==> src/rtl/jingle_sched_if.sv <==
// Decoder-side key levels, player handshake and status outputs of the jingle scheduler.
interface jingle_if #(
  parameter int unsigned NUM_W = 3,
  parameter int unsigned VOL_W = 4,
  parameter int unsigned LVL_W = 3
);
  logic [NUM_W-1:0] num_i;
  logic             num_val_i;
  logic             vol_cntrl_i;
  logic             vol_cntrl_val_i;
  logic [NUM_W-1:0] play_num_o;
  logic             play_start_o;
  logic             play_busy_i;
  logic [VOL_W-1:0] vol_o;
  logic             drop_o;
  logic [LVL_W-1:0] q_level_o;

  modport slave (
    input  num_i, num_val_i, vol_cntrl_i, vol_cntrl_val_i, play_busy_i,
    output play_num_o, play_start_o, vol_o, drop_o, q_level_o
  );

  modport master (
    output num_i, num_val_i, vol_cntrl_i, vol_cntrl_val_i, play_busy_i,
    input  play_num_o, play_start_o, vol_o, drop_o, q_level_o
  );
endinterface

==> src/rtl/jingle_sched.sv <==
// Queues decoder key presses into one-at-a-time jingle play requests and keeps a
// saturating volume register with typematic auto-repeat.
module jingle_sched #(
  parameter int unsigned JINGLE_CNT  = 8,
  parameter int unsigned QUEUE_DEPTH = 4,
  parameter int unsigned VOL_W       = 4,
  parameter int unsigned VOL_INIT    = 8,
  parameter int unsigned REPEAT_DLY  = 16,
  parameter int unsigned REPEAT_PER  = 4,
  parameter int unsigned START_TO    = 64,
  parameter int unsigned GAP_CYC     = 8
) (
  input logic     clk_i,
  input logic     rst_i,
  jingle_if.slave bus
);
  localparam int unsigned NUM_W  = (JINGLE_CNT > 1) ? $clog2(JINGLE_CNT) : 1;
  localparam int unsigned PTR_W  = $clog2(QUEUE_DEPTH);
  localparam int unsigned LVL_W  = PTR_W + 1;
  localparam int unsigned TMR_MX = (START_TO > GAP_CYC) ? START_TO : GAP_CYC;
  localparam int unsigned TMR_W  = $clog2(TMR_MX + 1);
  localparam int unsigned RPT_W  = $clog2(REPEAT_DLY + 1);

  typedef enum logic [1:0] {IDLE, START, PLAY, GAP} state_e;

  // Press detection and request FIFO
  logic [NUM_W-1:0] prev_num_q;
  logic             prev_val_q;
  logic [NUM_W-1:0] mem_q [QUEUE_DEPTH];
  logic [PTR_W-1:0] wr_ptr_q, rd_ptr_q;
  logic [LVL_W-1:0] level_q;
  logic             push_req, push_ok, pop, full;

  // Playback sequencer
  state_e           state_q, state_d;
  logic [TMR_W-1:0] timer_q, timer_d;
  logic [NUM_W-1:0] play_num_q, play_num_d;
  logic             play_start_q, play_start_d;
  logic             drop_q, drop_d;
  logic             timeout;

  // Volume
  logic             vprev_val_q, vprev_dir_q;
  logic [RPT_W-1:0] rpt_q, rpt_d;
  logic [VOL_W-1:0] vol_q, vol_d;
  logic             vedge, vstep;

  always_comb begin
    push_req = bus.num_val_i && (!prev_val_q || (bus.num_i != prev_num_q))
               && (32'(bus.num_i) < JINGLE_CNT);
    full     = (level_q == LVL_W'(QUEUE_DEPTH));
    pop      = (state_q == IDLE) && (level_q != '0);
    // a pop in the same cycle frees the slot a push into a full queue needs
    push_ok  = push_req && (!full || pop);
  end

  always_comb begin
    state_d = state_q;
    timeout = 1'b0;
    case (state_q)
      IDLE:  if (pop) state_d = START;
      START: begin
        if (bus.play_busy_i) begin
          state_d = PLAY;
        end else if (timer_q == TMR_W'(START_TO - 1)) begin
          timeout = 1'b1;
          state_d = GAP;
        end
      end
      PLAY:  if (!bus.play_busy_i) state_d = GAP;
      GAP:   if (timer_q == TMR_W'(GAP_CYC - 1)) state_d = IDLE;
      default: state_d = IDLE;
    endcase

    timer_d = '0;
    if ((state_d == state_q) && ((state_q == START) || (state_q == GAP))) begin
      timer_d = timer_q + TMR_W'(1);
    end

    // start is raised one cycle after entering START and dropped as soon as busy is seen
    play_start_d = (state_q == START) && (state_d == START);
    play_num_d   = pop ? mem_q[rd_ptr_q] : play_num_q;
    drop_d       = timeout || (push_req && !push_ok);
  end

  always_comb begin
    vedge = bus.vol_cntrl_val_i &&
            (!vprev_val_q || (bus.vol_cntrl_i != vprev_dir_q));
    vstep = 1'b0;
    rpt_d = '0;
    if (vedge) begin
      vstep = 1'b1;
      rpt_d = RPT_W'(1);
    end else if (bus.vol_cntrl_val_i) begin
      // after the initial delay the counter is rewound so it re-hits REPEAT_DLY every REPEAT_PER
      if (rpt_q == RPT_W'(REPEAT_DLY)) begin
        vstep = 1'b1;
        rpt_d = RPT_W'(REPEAT_DLY - REPEAT_PER + 1);
      end else begin
        rpt_d = rpt_q + RPT_W'(1);
      end
    end

    vol_d = vol_q;
    if (vstep) begin
      if (bus.vol_cntrl_i) begin
        if (vol_q != '1) vol_d = vol_q + VOL_W'(1);
      end else begin
        if (vol_q != '0) vol_d = vol_q - VOL_W'(1);
      end
    end
  end

  always_ff @(posedge clk_i) begin
    if (push_ok) mem_q[wr_ptr_q] <= bus.num_i;
  end

  always_ff @(posedge clk_i) begin
    if (rst_i) begin
      prev_num_q   <= '0;
      prev_val_q   <= 1'b0;
      wr_ptr_q     <= '0;
      rd_ptr_q     <= '0;
      level_q      <= '0;
      state_q      <= IDLE;
      timer_q      <= '0;
      play_num_q   <= '0;
      play_start_q <= 1'b0;
      drop_q       <= 1'b0;
      vprev_val_q  <= 1'b0;
      vprev_dir_q  <= 1'b0;
      rpt_q        <= '0;
      vol_q        <= VOL_W'(VOL_INIT);
    end else begin
      prev_num_q   <= bus.num_i;
      prev_val_q   <= bus.num_val_i;
      if (push_ok) wr_ptr_q <= wr_ptr_q + PTR_W'(1);
      if (pop)     rd_ptr_q <= rd_ptr_q + PTR_W'(1);
      if (push_ok && !pop)      level_q <= level_q + LVL_W'(1);
      else if (!push_ok && pop) level_q <= level_q - LVL_W'(1);
      state_q      <= state_d;
      timer_q      <= timer_d;
      play_num_q   <= play_num_d;
      play_start_q <= play_start_d;
      drop_q       <= drop_d;
      vprev_val_q  <= bus.vol_cntrl_val_i;
      vprev_dir_q  <= bus.vol_cntrl_i;
      rpt_q        <= rpt_d;
      vol_q        <= vol_d;
    end
  end

  assign bus.play_num_o   = play_num_q;
  assign bus.play_start_o = play_start_q;
  assign bus.vol_o        = vol_q;
  assign bus.drop_o       = drop_q;
  assign bus.q_level_o    = level_q;
endmodule
==> src/flat_wrapper.sv <==
// flat-port wrapper written by rule: the top's interface ports become plain ports
module jingle_sched_flat 
#(
  parameter int unsigned JINGLE_CNT  = 8,
  parameter int unsigned QUEUE_DEPTH = 4,
  parameter int unsigned VOL_W       = 4,
  parameter int unsigned VOL_INIT    = 8,
  parameter int unsigned REPEAT_DLY  = 16,
  parameter int unsigned REPEAT_PER  = 4,
  parameter int unsigned START_TO    = 64,
  parameter int unsigned GAP_CYC     = 8
)
  (clk_i, rst_i, bus_num_i, bus_num_val_i, bus_vol_cntrl_i, bus_vol_cntrl_val_i, bus_play_busy_i, bus_play_num_o, bus_play_start_o, bus_vol_o, bus_drop_o, bus_q_level_o);
  jingle_if #(.VOL_W(VOL_W)) bus_i ();
  input logic clk_i;
  input logic rst_i;
  input wire logic [$bits(bus_i.num_i)-1:0] bus_num_i;
  input wire logic [$bits(bus_i.num_val_i)-1:0] bus_num_val_i;
  input wire logic [$bits(bus_i.vol_cntrl_i)-1:0] bus_vol_cntrl_i;
  input wire logic [$bits(bus_i.vol_cntrl_val_i)-1:0] bus_vol_cntrl_val_i;
  input wire logic [$bits(bus_i.play_busy_i)-1:0] bus_play_busy_i;
  output wire logic [$bits(bus_i.play_num_o)-1:0] bus_play_num_o;
  output wire logic [$bits(bus_i.play_start_o)-1:0] bus_play_start_o;
  output wire logic [$bits(bus_i.vol_o)-1:0] bus_vol_o;
  output wire logic [$bits(bus_i.drop_o)-1:0] bus_drop_o;
  output wire logic [$bits(bus_i.q_level_o)-1:0] bus_q_level_o;
  assign bus_i.num_i = bus_num_i;
  assign bus_i.num_val_i = bus_num_val_i;
  assign bus_i.vol_cntrl_i = bus_vol_cntrl_i;
  assign bus_i.vol_cntrl_val_i = bus_vol_cntrl_val_i;
  assign bus_i.play_busy_i = bus_play_busy_i;
  assign bus_play_num_o = bus_i.play_num_o;
  assign bus_play_start_o = bus_i.play_start_o;
  assign bus_vol_o = bus_i.vol_o;
  assign bus_drop_o = bus_i.drop_o;
  assign bus_q_level_o = bus_i.q_level_o;
  jingle_sched #(.JINGLE_CNT(JINGLE_CNT), .QUEUE_DEPTH(QUEUE_DEPTH), .VOL_W(VOL_W), .VOL_INIT(VOL_INIT), .REPEAT_DLY(REPEAT_DLY), .REPEAT_PER(REPEAT_PER), .START_TO(START_TO), .GAP_CYC(GAP_CYC)) u_core (.clk_i(clk_i), .rst_i(rst_i), .bus(bus_i));
endmodule
==> config.mk <==
export PLATFORM = sky130hd
export DESIGN_NAME = jingle_sched_flat
export DESIGN_NICKNAME = d
export VERILOG_FILES = /design/src/rtl/jingle_sched_if.sv /design/src/rtl/jingle_sched.sv /design/src/flat_wrapper.sv
export SDC_FILE = /design/constraint.sdc
export NUM_CORES = 1
export LEC_CHECK = 0
export ABC_AREA = 0
export CELL_PAD_IN_SITES_DETAIL_PLACEMENT = 1
export CELL_PAD_IN_SITES_GLOBAL_PLACEMENT = 1
export CORE_MARGIN = 3
export CORE_UTILIZATION = 48
export DETAILED_ROUTE_END_ITERATION = 6
export PLACE_DENSITY = 0.83
export REMOVE_ABC_BUFFERS = 1
export SLEW_MARGIN = 10
export SYNTH_ARGS = -nofsm -noshare
export SYNTH_HDL_FRONTEND = slang
export SYNTH_SLANG_ARGS = --single-unit
==> constraint.sdc <==
create_clock -name clk_i -period 6.9 [get_ports clk_i]
set_input_delay 1.725 -clock clk_i [delete_from_list [all_inputs] [get_ports clk_i]]
set_output_delay 1.725 -clock clk_i [all_outputs]
set_load 0.05 [all_outputs]
==> reports/metrics.csv <==
metric;value;unit
r2r_end;u_core.bus.q_level_o[2]$_SDFFE_PP0P_;
synth.largest_area_cell;dfxtp_1;
syn-cell-area;0.00221;mm2
r2r_start;u_core.state_q[1]$_SDFF_PP0_;
fin_ws;2810;ps
ys.flop_type;dfxtp_1;
cts_sinks;48;
avgSynthCellArea;10.6;um2
via_per_inst;5.52;
antenna_found_initial;0;
critPathLaunch;bus_num_i[2];
place_inst;276;
netlist_top_cells_area;dfxtp_1 33%, edfxtp_1 16%, ha_1 6.2%;
synth_edf_count;12;
final_nets;253;
grt-ovfl-total;0;
grt_max_degree;28;
fp.dieArea;0.00546;mm2
drcViolationCount;0;
crit_fanout;7;
diodes;0;
die_h;73.9;um
leakagePower;0.000975;uW
min_path_cells;2;
finalCritPeriodShare;59.3;%
clkSlewWorstSetupHoldPaths;80;ps
slew_headroom;33.1;%
layoutNonFillerInstCount;284;
postCtsResizedCells;0;
area_growth;15.0;%
drive_above_1_share;7.33;%
required;7110;ps
root_buffer;clkbuf_8;
gp_congestion;0.823;
cp-endpoint;u_core.bus.q_level_o[2]$_SDFFE_PP0P_;
htreeDepth;2;
skew;6.43;ps
r2r_slack;4340;ps
grt_pass1_wl;7910;um
cp-end-kind;register;
cts_max_path_buffers;2;
dr.first_iter.drc_count;55;
crit_type;input port to register;
dr.pass1.iters;4;
cts_hold_buffers;0;
clock_latency;290;ps
timing.fmax;0.244;GHz
num_io_pins;21;
tritoncts;yes;
synth_cell_types;43;
cp.arrival;4310;ps
finalHoldViolations;0;
postSynthCellCount;208;
die_w;73.9;um
yosys-top-cells-count;36 x dfxtp_1, 21 x nor2_1, 12 x edfxtp_1, 12 x inv_1;
cap_viol_max_count;0;
io_buffer_count;20;
cts_buffers;5;
grt_pass1_vias;1716;
async_flop_share;0;%
worstMarginPinSlew;1000;ps
ys_seq_area_share;48.9;%
synth_most_common_cell;dfxtp_1;
routed_wl;4510;um
wire_per_inst;15.9;um
maxSlewViolCount;0;
core_area;0.00441;mm2
status;complete, no violations;
ant_nets;0;
finalSetupTns;0;ps
ir_drop;0.000123;V
yosys_warnings;0;
min_path_type;register to register;
rsz0062_at_grt;no;
start_kind;input port;
grt_usage;18.9;%
hpwl;3500;um
r2r_cells;9;
rows;24;
power.density;313;mW/mm2
pre_cts_ws;2520;ps
netlist.area_leader.share;32.6;%
ys_seq_elements;48;
vias;1569;
setup_viol;0;
initial_core_util;50.1;%
post-cts-setup-buffers;0;
finalCriticalPeriod;4090;ps
[layer usage]
layer	GRT usage [%]	vias up	routed length, um
met5	0	-	0
met4	7.24	0	48
met1	23.2	768	2030
met3	3.56	4	130
li1	-	774	-
met2	32.4	23	2300
[how the worst min path moves through the flow]
stage	slack (ps)	startpoint	endpoint
floorplan	430	u_core.timer_q[0]$_SDFF_PP0_	u_core.timer_q[0]$_SDFF_PP0_
global placement	440	u_core.timer_q[0]$_SDFF_PP0_	u_core.timer_q[0]$_SDFF_PP0_
detailed placement	460	u_core.bus.play_num_o[0]$_SDFFE_PP0P_	u_core.bus.play_num_o[0]$_SDFFE_PP0P_
CTS	470	u_core.bus.play_num_o[0]$_SDFFE_PP0P_	u_core.bus.play_num_o[0]$_SDFFE_PP0P_
global route	500	u_core.bus.play_num_o[0]$_SDFFE_PP0P_	u_core.bus.play_num_o[0]$_SDFFE_PP0P_
finish	460	u_core.bus.play_num_o[0]$_SDFFE_PP0P_	u_core.bus.play_num_o[0]$_SDFFE_PP0P_
[metrics by stage]
| stage | power (uW) | cell area, um2 | hold slack, ps | utilization [%] |
|---|---|---|---|---|
| after floorplan | 559 | 2200 | 430 | - |
| after global placement | 628 | 2460 | 443 | 55.8 |
| after detailed placement | 647 | 2460 | 464 | 55.8 |
| after CTS | 808 | 2540 | 474 | 57.6 |
| after global routing | 849 | 2540 | 501 | 57.6 |
| final | 797 | 2540 | 464 | 57.6 |
[critical path, stage by stage]
cell and delay, ps:
clkdlybuf4s50_1 530, xor2_1 190, o41ai_1 640, nor2_2 180, ha_1 260, inv_1 80
fa_1 170, xor2_1 80, or3_1 310, a21oi_1 140
[kinds of logic after synthesis]
group           after synthesis  synth area share [%]
flops                        48                  48.9
mux                          11                  7.13
buf+inv                      16                  2.71
fa+ha+maj                    13                  8.03
compound gates               26                  8.43
simple gates                 78                  18.5
xor+xnor                     16                  6.34
[cell usage in the layout, fill, tap and decap left out, drive strengths merged, types with 3 or more instances in the layout]
cell type,instances
a211oi,3
xor2,9
nor2,22
nand2,11
nor3b,4
inv,12
clkbuf,7
o21ai,3
and2,5
mux4,3
nor2b,6
ha,11
dfxtp,36
edfxtp,12
nand3,11
clkdlybuf4s50,20
and3,5
xnor2,7
mux2i,6
nor3,3
a21oi,8
[registers in the layout (all words and copies together), names as in the netlist]
name / cells
u_core.timer_q: 7
u_core.vprev_val_q: 1
u_core.state_q: 2
u_core.bus.drop_o: 1
u_core.vprev_dir_q: 1
u_core.rd_ptr_q: 2
u_core.bus.q_level_o: 3
u_core.bus.play_num_o: 3
u_core.prev_val_q: 1
u_core.prev_num_q: 3
u_core.rpt_q: 5
u_core.bus.play_start_o: 1
u_core.mem_q: 12
u_core.bus.vol_o: 4
u_core.wr_ptr_q: 2
[final cells by class]
class,count,area (um2)
Clock buffer,7,76.3
Multi-Input combinational cell,144,1070
Clock inverter,1,5.00
Tap cell,52,65.1
Timing Repair Buffer,20,200
Inverter,12,45.0
Fill cell,485,1870
Sequential cell,48,1080
[power breakdown]
group          switching [uW]  internal [uW]
Combinational             159            112
Sequential               41.1            324
Clock                    89.0           71.3
Note: power is estimated with default switching activity, not from simulation.
